===== src/rtl/jk_fsm_pkg.sv =====
// Shared definitions for the JK channel bank: the ON/OFF state encoding and
// the next-state function of one channel.
package jk_fsm_pkg;

    typedef enum logic {
        ST_OFF = 1'b0,
        ST_ON  = 1'b1
    } jk_state_e;

    // Plain JK next-state rule: j sets, k clears, both toggle, neither holds.
    function automatic jk_state_e jk_next(input jk_state_e state, input logic j, input logic k);
        jk_state_e nxt;
        case ({j, k})
            2'b00:   nxt = state;
            2'b10:   nxt = ST_ON;
            2'b01:   nxt = ST_OFF;
            2'b11:   nxt = (state == ST_ON) ? ST_OFF : ST_ON;
            default: nxt = state;
        endcase
        return nxt;
    endfunction

endpackage


===== src/rtl/jk_fsm_cell.sv =====
// One ON/OFF channel: a two-state Moore FSM guarded by a dwell counter that
// locks the channel for DWELL cycles after every transition. Requests seen
// while locked (or while en=0) are dropped. With JK_FSM_BANK_EVT_EN defined
// the cell also exposes its rise/fall transition strobes for the top level.
module jk_fsm_cell
    import jk_fsm_pkg::*;
#(
    parameter int unsigned DWELL = 3
) (
    input  logic sys_clk_i,
    input  logic sys_rst_n_i,
    input  logic en_i,
    input  logic j_i,
    input  logic k_i,
    output logic out_o,
    output logic busy_o
`ifdef JK_FSM_BANK_EVT_EN
    ,
    output logic rise_o,
    output logic fall_o
`endif
);

    // A DWELL of zero still needs a one-bit counter so the logic stays uniform.
    localparam int unsigned CW = (DWELL == 0) ? 1 : $clog2(DWELL + 1);
    localparam logic [CW-1:0] DWELL_LD = CW'(DWELL);
    localparam logic [CW-1:0] CNT_ZERO = {CW{1'b0}};
    localparam logic [CW-1:0] CNT_ONE  = CW'(1);

    jk_state_e     state_q, state_d;
    logic [CW-1:0] cnt_q, cnt_d;
    logic          busy_q, busy_d;
    logic          ok_s;
    logic          trans_s;

    // Next state and dwell countdown; the countdown runs regardless of en.
    always_comb begin
        state_d = state_q;
        cnt_d   = cnt_q;
        ok_s    = en_i && (cnt_q == CNT_ZERO);
        if (ok_s) begin
            state_d = jk_next(state_q, j_i, k_i);
        end else begin
            state_d = state_q;
        end
        trans_s = (state_d != state_q);
        if (trans_s) begin
            cnt_d = DWELL_LD;
        end else if (cnt_q != CNT_ZERO) begin
            cnt_d = cnt_q - CNT_ONE;
        end else begin
            cnt_d = CNT_ZERO;
        end
        busy_d = (cnt_d != CNT_ZERO);
    end

    // State, counter and busy flag registers; reset also aborts any dwell.
    always_ff @(posedge sys_clk_i) begin
        if (!sys_rst_n_i) begin
            state_q <= ST_OFF;
            cnt_q   <= CNT_ZERO;
            busy_q  <= 1'b0;
        end else begin
            state_q <= state_d;
            cnt_q   <= cnt_d;
            busy_q  <= busy_d;
        end
    end

    assign out_o  = (state_q == ST_ON);
    assign busy_o = busy_q;

`ifdef JK_FSM_BANK_EVT_EN
    // Transition strobes for the edge about to happen; the top registers them.
    assign rise_o = trans_s && (state_d == ST_ON);
    assign fall_o = trans_s && (state_d == ST_OFF);
`endif

endmodule


===== src/rtl/jk_fsm_bank.sv =====
// Bank of CH independent JK ON/OFF channels with per-channel dwell lock.
// Optional feature macro JK_FSM_BANK_EVT_EN adds registered rise/fall pulses
// and a saturating 16-bit count of all transitions across the bank.
module jk_fsm_bank
    import jk_fsm_pkg::*;
#(
    parameter int unsigned CH    = 4,
    parameter int unsigned DWELL = 3
) (
    input  logic          sys_clk,
    input  logic          sys_rst_n,
    input  logic          en,
    input  logic [CH-1:0] j,
    input  logic [CH-1:0] k,
    output logic [CH-1:0] out,
    output logic [CH-1:0] busy
`ifdef JK_FSM_BANK_EVT_EN
    ,
    output logic [CH-1:0] rise,
    output logic [CH-1:0] fall,
    output logic [15:0]   evt_cnt
`endif
);

`ifdef JK_FSM_BANK_EVT_EN
    logic [CH-1:0] rise_s;
    logic [CH-1:0] fall_s;
`endif

    for (genvar g = 0; g < CH; g++) begin : g_cell
        jk_fsm_cell #(
            .DWELL(DWELL)
        ) u_cell (
            .sys_clk_i  (sys_clk),
            .sys_rst_n_i(sys_rst_n),
            .en_i       (en),
            .j_i        (j[g]),
            .k_i        (k[g]),
            .out_o      (out[g]),
            .busy_o     (busy[g])
`ifdef JK_FSM_BANK_EVT_EN
            ,
            .rise_o     (rise_s[g]),
            .fall_o     (fall_s[g])
`endif
        );
    end

`ifdef JK_FSM_BANK_EVT_EN
    localparam int unsigned PW = $clog2(CH + 1);

    logic [PW-1:0] pop_s;
    logic [16:0]   sum_s;
    logic [15:0]   evt_d;
    logic [15:0]   evt_q;
    logic [CH-1:0] rise_q;
    logic [CH-1:0] fall_q;

    // Count channels transitioning on this edge and saturate the running total.
    always_comb begin
        pop_s = {PW{1'b0}};
        for (int i = 0; i < CH; i++) begin
            pop_s = pop_s + PW'(rise_s[i] | fall_s[i]);
        end
        sum_s = {1'b0, evt_q} + 17'(pop_s);
        if (sum_s > 17'h0FFFF) begin
            evt_d = 16'hFFFF;
        end else begin
            evt_d = sum_s[15:0];
        end
    end

    // Event registers: one-cycle pulses aligned with the new out value.
    always_ff @(posedge sys_clk) begin
        if (!sys_rst_n) begin
            rise_q <= {CH{1'b0}};
            fall_q <= {CH{1'b0}};
            evt_q  <= 16'h0000;
        end else begin
            rise_q <= rise_s;
            fall_q <= fall_s;
            evt_q  <= evt_d;
        end
    end

    assign rise    = rise_q;
    assign fall    = fall_q;
    assign evt_cnt = evt_q;
`endif

endmodule


===== config.mk =====
export PLATFORM = sky130hd
export DESIGN_NAME = jk_fsm_bank
export DESIGN_NICKNAME = d
export VERILOG_FILES = /design/src/rtl/jk_fsm_pkg.sv /design/src/rtl/jk_fsm_cell.sv /design/src/rtl/jk_fsm_bank.sv
export SDC_FILE = /design/constraint.sdc
export NUM_CORES = 1
export LEC_CHECK = 0
export ABC_AREA = 1
export BUFFER_PORTS_ARGS = -buffer_cell sky130_fd_sc_hd__buf_2
export CORE_MARGIN = 3
export CORE_UTILIZATION = 45
export DETAILED_ROUTE_END_ITERATION = 7
export HOLD_SLACK_MARGIN = 0.02
export PLACE_DENSITY = 0.79
export SLEW_MARGIN = 0
export SYNTH_ARGS = -nofsm -noshare
export SYNTH_HDL_FRONTEND = slang
export SYNTH_SLANG_ARGS = --single-unit

===== constraint.sdc =====
create_clock -name sys_clk -period 0.9 [get_ports sys_clk]
set_clock_uncertainty 0.05 [all_clocks]
set_input_delay 0.045 -clock sys_clk [delete_from_list [all_inputs] [get_ports sys_clk]]
set_output_delay 0.045 -clock sys_clk [all_outputs]
set_load 0.05 [all_outputs]

* Yosys cells after proc, flatten, opt, wreduce, memory -nomap -nowiden
Index checks and enable logic that the tools add are counted.
** Word-level totals
- Register bits :: 16
- Input bits :: 11
- Output and inout bits :: 8
- Word-level logic and storage cells :: 72
** Cells by class
- Add/sub/neg operators :: 4
- Equality and inequality tests :: 16
- Mux-type cells :: 20
- Reductions and logical operators :: 20
** Operators with widths (number)
- $eq 2x2->1 const B :: 8
- $logic_not 2->1 :: 8
- $mux 2 :: 8
- $pmux 1 s4 :: 4
- $reduce_bool 2->1 :: 8
- $eq 2x1->1 const B :: 4
- $mux 1 :: 8
- $sub 2x1->2 const B :: 4
- $logic_and 1x1->1 :: 4
- $ne 1x1->1 :: 4

* Depth between registers and ports, before layout
Gate-level depths: netlist of run 1.
- Depth after elaboration :: 6
- Depth in mapped cells :: 7
- Mapped depth without buffers :: 7

* Hierarchy
A second synthesis of run 1 with hierarchy kept.
** Unflattened totals
- Cells, all modules :: 104
- Area total of the unflattened synthesis :: 725.7 um2
** Modules (own cells, without submodules)
- jk_fsm_cell :: times used 4, cells an instance 26, area an instance 181.4 um2, sequential area each 80.1 um2

* Worst setup path after synthesis of run 1
No wires, ideal clock.
- Path kind :: register to register
- From :: register g_cell[0].u_cell.state_q
- To :: register g_cell[0].u_cell.busy_q
- Setup time :: 0.114 ns
- Arrival time :: 0.698 ns
- Required time :: 0.736 ns
- Setup slack :: 0.038 ns
- Stages on the path, launching flop included :: 8
- Path buffers :: 0
- Clock period less this slack :: 0.862 ns
- Path through :: dfxtp_1 -> inv_1 -> nand2_1 -> nand2_1 -> nand2_1 -> nand2_1 -> nand2_1 -> nand2_1
** On the way
- Cells in the longest elaborated chain, start to end :: 6
** RTL lines
- start, declared :: line jk_fsm_cell.sv:30 : jk_state_e state_q, state_d;
- start signal, assigned :: line jk_fsm_cell.sv:64 : state_q <= state_d;
- $mux 1 :: line jk_fsm_pkg.sv:17 : 2'b11: nxt = (state == ST_ON) ? ST_OFF : ST_ON;
- $pmux 1 s4 :: line jk_fsm_pkg.sv:13 : case ({j, k})
- $mux 1 :: line jk_fsm_cell.sv:41 : if (ok_s) begin
- $ne 1x1->1 * :: line jk_fsm_cell.sv:46 : trans_s = (state_d != state_q);
- $mux 2 * :: line jk_fsm_cell.sv:47 : if (trans_s) begin
- $reduce_bool 2->1 * :: line jk_fsm_cell.sv:54 : busy_d = (cnt_d != CNT_ZERO);
- end signal, assigned :: line jk_fsm_cell.sv:66 : busy_q <= busy_d;
- end, declared :: line jk_fsm_cell.sv:32 : logic busy_q, busy_d;
Mark *: on every way between the ends. The rest lies on a longest branch, timed or not.
A chain may end at the register's enable or synchronous reset.

* Worst setup path in the final report of run 1
- From :: register g_cell[2].u_cell.state_q
- To :: output port out[2]
** RTL lines
- start, declared :: line jk_fsm_cell.sv:30
- start signal, assigned :: line jk_fsm_cell.sv:64
- end, declared :: line jk_fsm_bank.sv:15 : output logic [CH-1:0] out,
No word-level cell between the ends.

==> results of run 1 <==
==> layout make-up <==
cell class | count | area share [%]
clock buffers | 3 | 2.30
inverters | 17 | 6.51
multi-input cells | 68 | 32.0
flip-flops and latches | 16 | 34.3
well taps | 15 | 1.91
repair buffers | 25 | 23.0
==> routing by layer <==
metal	track usage (%)	share of wire, %	up-vias
met3	7.81	5.8	7
li1	-	-	361
met4	11.4	3.3	0
met1	12.5	37	313
met5	0	0	-
met2	30.2	54	17
==> how the worst max path moves through the flow <==
stage,end,slack (ns),cells past startpoint
after detailed placement,g_cell[3].u_cell.busy_o$_SDFF_PN0_,-0.05,7
after floorplan,g_cell[0].u_cell.busy_o$_SDFF_PN0_,0.04,7
final,out[2],-0.07,2
after global routing,g_cell[2].u_cell.busy_o$_SDFF_PN0_,-0.14,7
after CTS,out[2],-0.08,2
after global placement,g_cell[3].u_cell.busy_o$_SDFF_PN0_,-0.02,7
==> sequential cells by signal, indices dropped and copies added (netlist names) <==
| register | count |
|---|---|
| g_cell.u_cell.out_o | 4 |
| g_cell.u_cell.cnt_q | 8 |
| g_cell.u_cell.busy_o | 4 |
==> metrics by stage <==
step                      utilization, %  cells  TNS, ns  setup WS (ns)  total power (uW)
after global routing                69.3    144    -1.72         -0.137              1780
after detailed placement            55.7    136   -0.309        -0.0515              1190
after global placement              55.7    136  -0.0179        -0.0179              1180
after CTS                           65.9    143   -0.377        -0.0848              1650
final                               69.3    144   -0.476        -0.0726              1680
after floorplan                        -    110        0         0.0382              1150
==> critical path, delay by kind of cell (launching register included) <==
kind	cells	cell delay (ns)
flip-flops	1	0.34
buffers and inverters	2	0.25
==> synthesized netlist by cell type (all sizes together) <==
cell     n
o21ai    8
nand2   52
inv     17
nor2     4
dfxtp   16
clkbuf   1
buf      8
a21oi    4
==> cell families after synthesis <==
group,count (synthesis),share of synthesized area [%]
simple gates,56,29.8
buf+inv,26,18.6
compound gates,12,8.14
flops,16,43.4
==> power groups by stage <==
stage	clock [uW]	sequential [uW]	combinational (uW)
global placement	0	819	360
CTS	389	815	444
global route	413	831	531
floorplan	0	816	330
finish	368	825	485
detailed placement	0	820	370
==> repair_timing <==
item / 4_1_cts / 5_1_grt
hold buffers: 4 / 0
endpoints found under the hold margin: 4 / 0
endpoints found under the setup margin: 20 / 24
cloned: 0 / 0
pin swaps: 5 / 6
setup buffers: 0 / 1
resized for setup: 32 / 20
==> summary.txt, run 1 <==
status -> complete, but fails checks
failing checks -> negative setup slack
yosys warns -> 0
layout filler cell count -> 127
power share of the clock group -> 21.9%
total track usage -> 16.2%
DPL Wire Length -> 999 um
Pre-antenna DRT Iters -> 3
Final #Nets -> 142
worst vdd ir -> 0.000938 V
routed vias/inst -> 4.85
worst-margin pin slew -> 0.204 ns
Area Overhead vs Synth -> 32.9%
initial core utilization -> 52.2%
die height -> 46.5 um
sw frac -> 32.9%
Final Cell Area -> 981 um^2
syn_nets -> 121
CP Data Arrival Time -> 0.88 ns
Synth area leader -> dfxtp_1
FP Rows -> 13
first-pass GRT wire length -> 2300 um
Flop pwr share -> 49.2%
CP Cell Sequence -> buf_6 -> buf_8
Mapped Avg Cell Area -> 6.71 um^2
DR WL/cell -> 10.8 um
top cells by area, synth -> dfxtp_1 (43%), nand2_1 (26%), inv_1 (8.6%)
Sw Pwr -> 551 uW
worst skew pair latency -> 0.28 ns
FMAX -> 1030 MHz
RR Endpoint -> g_cell[1].u_cell.busy_o$_SDFF_PN0_
final-report hold violation count -> 0
Yosys cell types -> 8
drt drc -> 0
Yosys reg bits -> 16
cell count after synthesis -> 110
Placer Congestion -> 0.775
register area share after synthesis -> 43.4%
Port Buf Inserts -> 18
antenna diode count -> 0
drt total wl -> 1560 um
min-delay src -> sys_rst_n
WHS Path Cells -> 3
Largest stage delay, worst path -> 0.34 ns
Final setup viols -> 14
total gr overflow -> 0
Final Max Slew Viols -> 0
Internal Pwr Total -> 1130 uW
total clock buffers created by CTS -> 3
Setup crit end kind -> output pin
Die Wd -> 46.5 um
R2R cell count -> 7
worst r2r src -> g_cell[1].u_cell.out_o$_SDFF_PN0_
P_leak -> 0.000541 uW
Top-Level Pins -> 19
Root Driver -> clkbuf_4
clock sinks -> 16
leading cell type in the layout, fill and taps excluded -> nand2_1
Crit-path slowest cell -> dfxtp_2
Hold Path Class -> in2reg
share of layout cells above drive strength 1 -> 41.1%
total number of vias -> 698
Max H-tree Level -> 1
multi-input logic area -> 314 um^2
worst hold path endpoint -> g_cell[1].u_cell.cnt_q[0]$_SDFF_PN0_
R2R Setup Slk -> -0.06 ns
Initial DRC Count -> 3
Critical path origin -> g_cell[2].u_cell.out_o$_SDFF_PN0_
Post-Synthesis Cell Area -> 738 um^2
DP Area -> 788 um^2
top cell type's share of synthesized area -> 43.4%
Max-Cap Viols -> 0
Max FO, Critical Path -> 3
crit share post-route -> 108%
Die Area -> 2160 um^2
CP required -> 0.81 ns
Rel. slew slack -> 86.4%
critical setup path kind -> reg2out
Max clock buf depth -> 2
vias in the first global route -> 649
TritonCTS clock tree -> built
Tmin final -> 0.973 ns
initial antenna violation count -> 0
Seq. cell area -> 337 um^2
Power Dens Cells -> 1710 nW/um^2
Min Hold Slack -> 0.0311 ns
largest net degree at the start of global routing -> 10
most frequent cells in the layout -> nand2_1 (42), inv_1 (12), nand2_2 (10), buf_2 (10)
CTS clk-pin slew, worst paths -> 0.09 ns
Final ANT Viol Nets -> 0
logic gate share of total power -> 28.9%
final setup margin -> -0.0726 ns
area of the core -> 1420 um^2
RSZ-0062 raised after global routing -> true
type of origin of the critical path -> register
Power figures use the tool's default switching activity.
==> inputs of run 2 (changes only) <==
--- a/config.mk
+++ b/config.mk
@@ -8,10 +8,10 @@
 export ABC_AREA = 1
 export BUFFER_PORTS_ARGS = -buffer_cell sky130_fd_sc_hd__buf_2
 export CORE_MARGIN = 3
-export CORE_UTILIZATION = 45
+export CORE_UTILIZATION = 49
 export DETAILED_ROUTE_END_ITERATION = 7
 export HOLD_SLACK_MARGIN = 0.02
-export PLACE_DENSITY = 0.79
+export PLACE_DENSITY = 0.82
 export SLEW_MARGIN = 0
 export SYNTH_ARGS = -nofsm -noshare
 export SYNTH_HDL_FRONTEND = slang
==> constraint.sdc (replaced) <==
create_clock -name sys_clk -period 1 [get_ports sys_clk]
set_clock_uncertainty 0.05 [all_clocks]
set_input_delay 0.05 -clock sys_clk [delete_from_list [all_inputs] [get_ports sys_clk]]
set_output_delay 0.05 -clock sys_clk [all_outputs]
set_load 0.05 [all_outputs]
==> summary.txt, run 2 (same netlist as run 1, synthesis figures left out) <==
power share of the clock group -> 28.1% (+6.2 points)
wire length on met3 -> 81 um (-10%)
Post-Route M1 WL -> 590 um (+3.5%)
Sw Pwr -> 471 uW (-15%)
critical setup path kind -> reg2out
DPL Wire Length -> 929 um (-7.0%)
Flop pwr share -> 48.4% (-0.8 points)
Rel. slew slack -> 83.7% (-2.7 points)
Placer Congestion -> 0.722 (-6.9%)
worst skew pair latency -> 0.29 ns (about the same)
Top-Level Pins -> 19 (unchanged)
most frequent cells in the layout -> nand2_1 (51), inv_1 (17), buf_2 (13), dfxtp_1 (11), o21ai_0 (8)
Die Wd -> 44.8 um (-3.6%)
Post-CTS Setup Inserts -> 0 (unchanged)
total track usage -> 14.1% (-2.1 points)
area of the core -> 1350 um^2 (-4.6%)
logic gate share of total power -> 23.6% (-5.3 points)
Root Driver -> clkbuf_4
die height -> 44.8 um (-3.6%)
P_leak -> 0.000520 uW (-4.0%)
drt drc -> 0 (unchanged)
DR WL/cell -> 9.39 um (-13%)
total gr overflow -> 0 (unchanged)
initial antenna violation count -> 0 (unchanged)
Power Dens Cells -> 1710 nW/um^2 (-0.16%)
Util after Layout -> 65.4% (-3.9 points)
Max-Cap Viols -> 0 (unchanged)
Die Area -> 2010 um^2 (-7.1%)
first-pass GRT wire length -> 2030 um (-12%)
R2R Setup Slk -> 0.06 ns (+0.12 ns)
Max clock buf depth -> 2 (unchanged)
top layer in use -> met4
CP required -> 0.90 ns (+0.09 ns)
Crit-path slowest cell -> dfxtp_2
share of layout cells above drive strength 1 -> 26.0% (-15 points)
Final setup viols -> 0 (-14)
Min Hold Slack -> 0.0351 ns (+0.00399 ns)
Final #Nets -> 139 (-2.1%)
total clock buffers created by CTS -> 3 (unchanged)
Setup crit end kind -> output pin
Pre-antenna DRT Iters -> 4 (+1)
initial core utilization -> 54.7% (+2.5 points)
type of origin of the critical path -> register
Max FO, Critical Path -> 3 (unchanged)
largest net degree at the start of global routing -> 10 (unchanged)
total number of vias -> 659 (-5.6%)
Final Cell Area -> 883 um^2 (-9.9%)
RSZ-0062 raised after global routing -> true
crit share post-route -> 97.1%
worst vdd ir -> 0.000788 V (-16%)
TritonCTS clock tree -> built
clock sinks -> 16 (unchanged)
Tmin final -> 0.971 ns
antenna diode count -> 0 (unchanged)
Met2 Routed Length -> 630 um (-26%)
CTS clk-pin slew, worst paths -> 0.09 ns (about the same)
CP Data Arrival Time -> 0.87 ns (about the same)
max FFs per register -> 8 (unchanged)
Biggest register -> g_cell.u_cell.cnt_q
final-report hold violation count -> 0 (unchanged)
sw frac -> 31.2% (-1.6 points)
Final ANT Viol Nets -> 0 (unchanged)
drt total wl -> 1330 um (-14%)
Internal Pwr Total -> 1040 uW (-7.9%)
Initial DRC Count -> 9 (+6)
Port Buf Inserts -> 18 (unchanged)
Largest stage delay, worst path -> 0.34 ns (about the same)
routed vias/inst -> 4.64 (-4.3%)
vias in the first global route -> 513 (-21%)
Max H-tree Level -> 1 (unchanged)
FMAX -> 1030 MHz
Final Max Slew Viols -> 0 (unchanged)
DP Area -> 781 um^2 (-0.95%)
Area Overhead vs Synth -> 19.7%
status -> finished, final reports clean
leading cell type in the layout, fill and taps excluded -> nand2_1
FP Rows -> 13 (unchanged)
CP Cell Sequence -> buf_6 -> buf_8
worst-margin pin slew -> 0.247 ns (+0.0427 ns)
Hold Path Class -> in2reg
-- run 2: changes by cell type in the layout (fill, tap and decap cells not counted), sizes merged --
cell | previous run | this run
buf | 21 | 18
dlygate4sd3 | 4 | 3
clkbuf | 3 | 5
-- run 2: critical path, delay by kind of cell, from the launching register on --
family / cells / cell delay, ns
buffers and inverters: 2 / 0.25
DFF: 1 / 0.34
-- run 2: path summary, 6_finish.rpt --
path | cells after the start | start | end
max reg2reg | 7 | g_cell[0].u_cell.out_o$_SDFF_PN0_ | g_cell[0].u_cell.busy_o$_SDFF_PN0_
min | 3 | sys_rst_n | g_cell[0].u_cell.cnt_q[0]$_SDFF_PN0_
max | 2 | g_cell[3].u_cell.out_o$_SDFF_PN0_ | out[3]
min reg2reg | 2 | g_cell[0].u_cell.out_o$_SDFF_PN0_ | g_cell[0].u_cell.out_o$_SDFF_PN0_
-- run 2: per-stage QoR --
stage | std cells | power (uW) | setup slack [ns] | setup TNS [ns]
floorplan | 110 | 1030 | 0.138 | 0
global placement | 135 | 1060 | 0.0762 | 0
detailed placement | 135 | 1060 | 0.0579 | 0
CTS | 142 | 1520 | -0.00194 | -0.00194
global route | 142 | 1580 | -0.0562 | -0.138
finish | 142 | 1510 | 0.0285 | 0
-- run 2: power by group through the flow --
stage          Clock [uW]  Sequential, uW  Combinational, uW
2_1_floorplan           0             734                297
3_3_place_gp            0             737                319
3_5_place_dp            0             739                324
4_1_cts               443             726                346
5_1_grt               457             738                389
6_report              424             730                355
-- run 2: routing by layer --
layer  global-route usage [%]  up-vias
met3                     3.59        5
met2                     22.3       15
met5                        0        -
li1                         -      354
met4                     8.77        0
met1                     17.0      285
-- run 2: cell type report --
cell class,count,area (um^2)
Clock buffer,4,36.3
Tap cell,15,18.8
Inverter,17,63.8
Sequential cell,16,327
Multi-Input combinational cell,68,283
Fill cell,117,467
Timing Repair Buffer,22,155
-- run 2: timing repair --
item,4_1_cts,5_1_grt
hold endpoints to repair,3,0
endpoints found under the setup margin,4,14
hold buffers,3,0
gates resized for setup,7,8
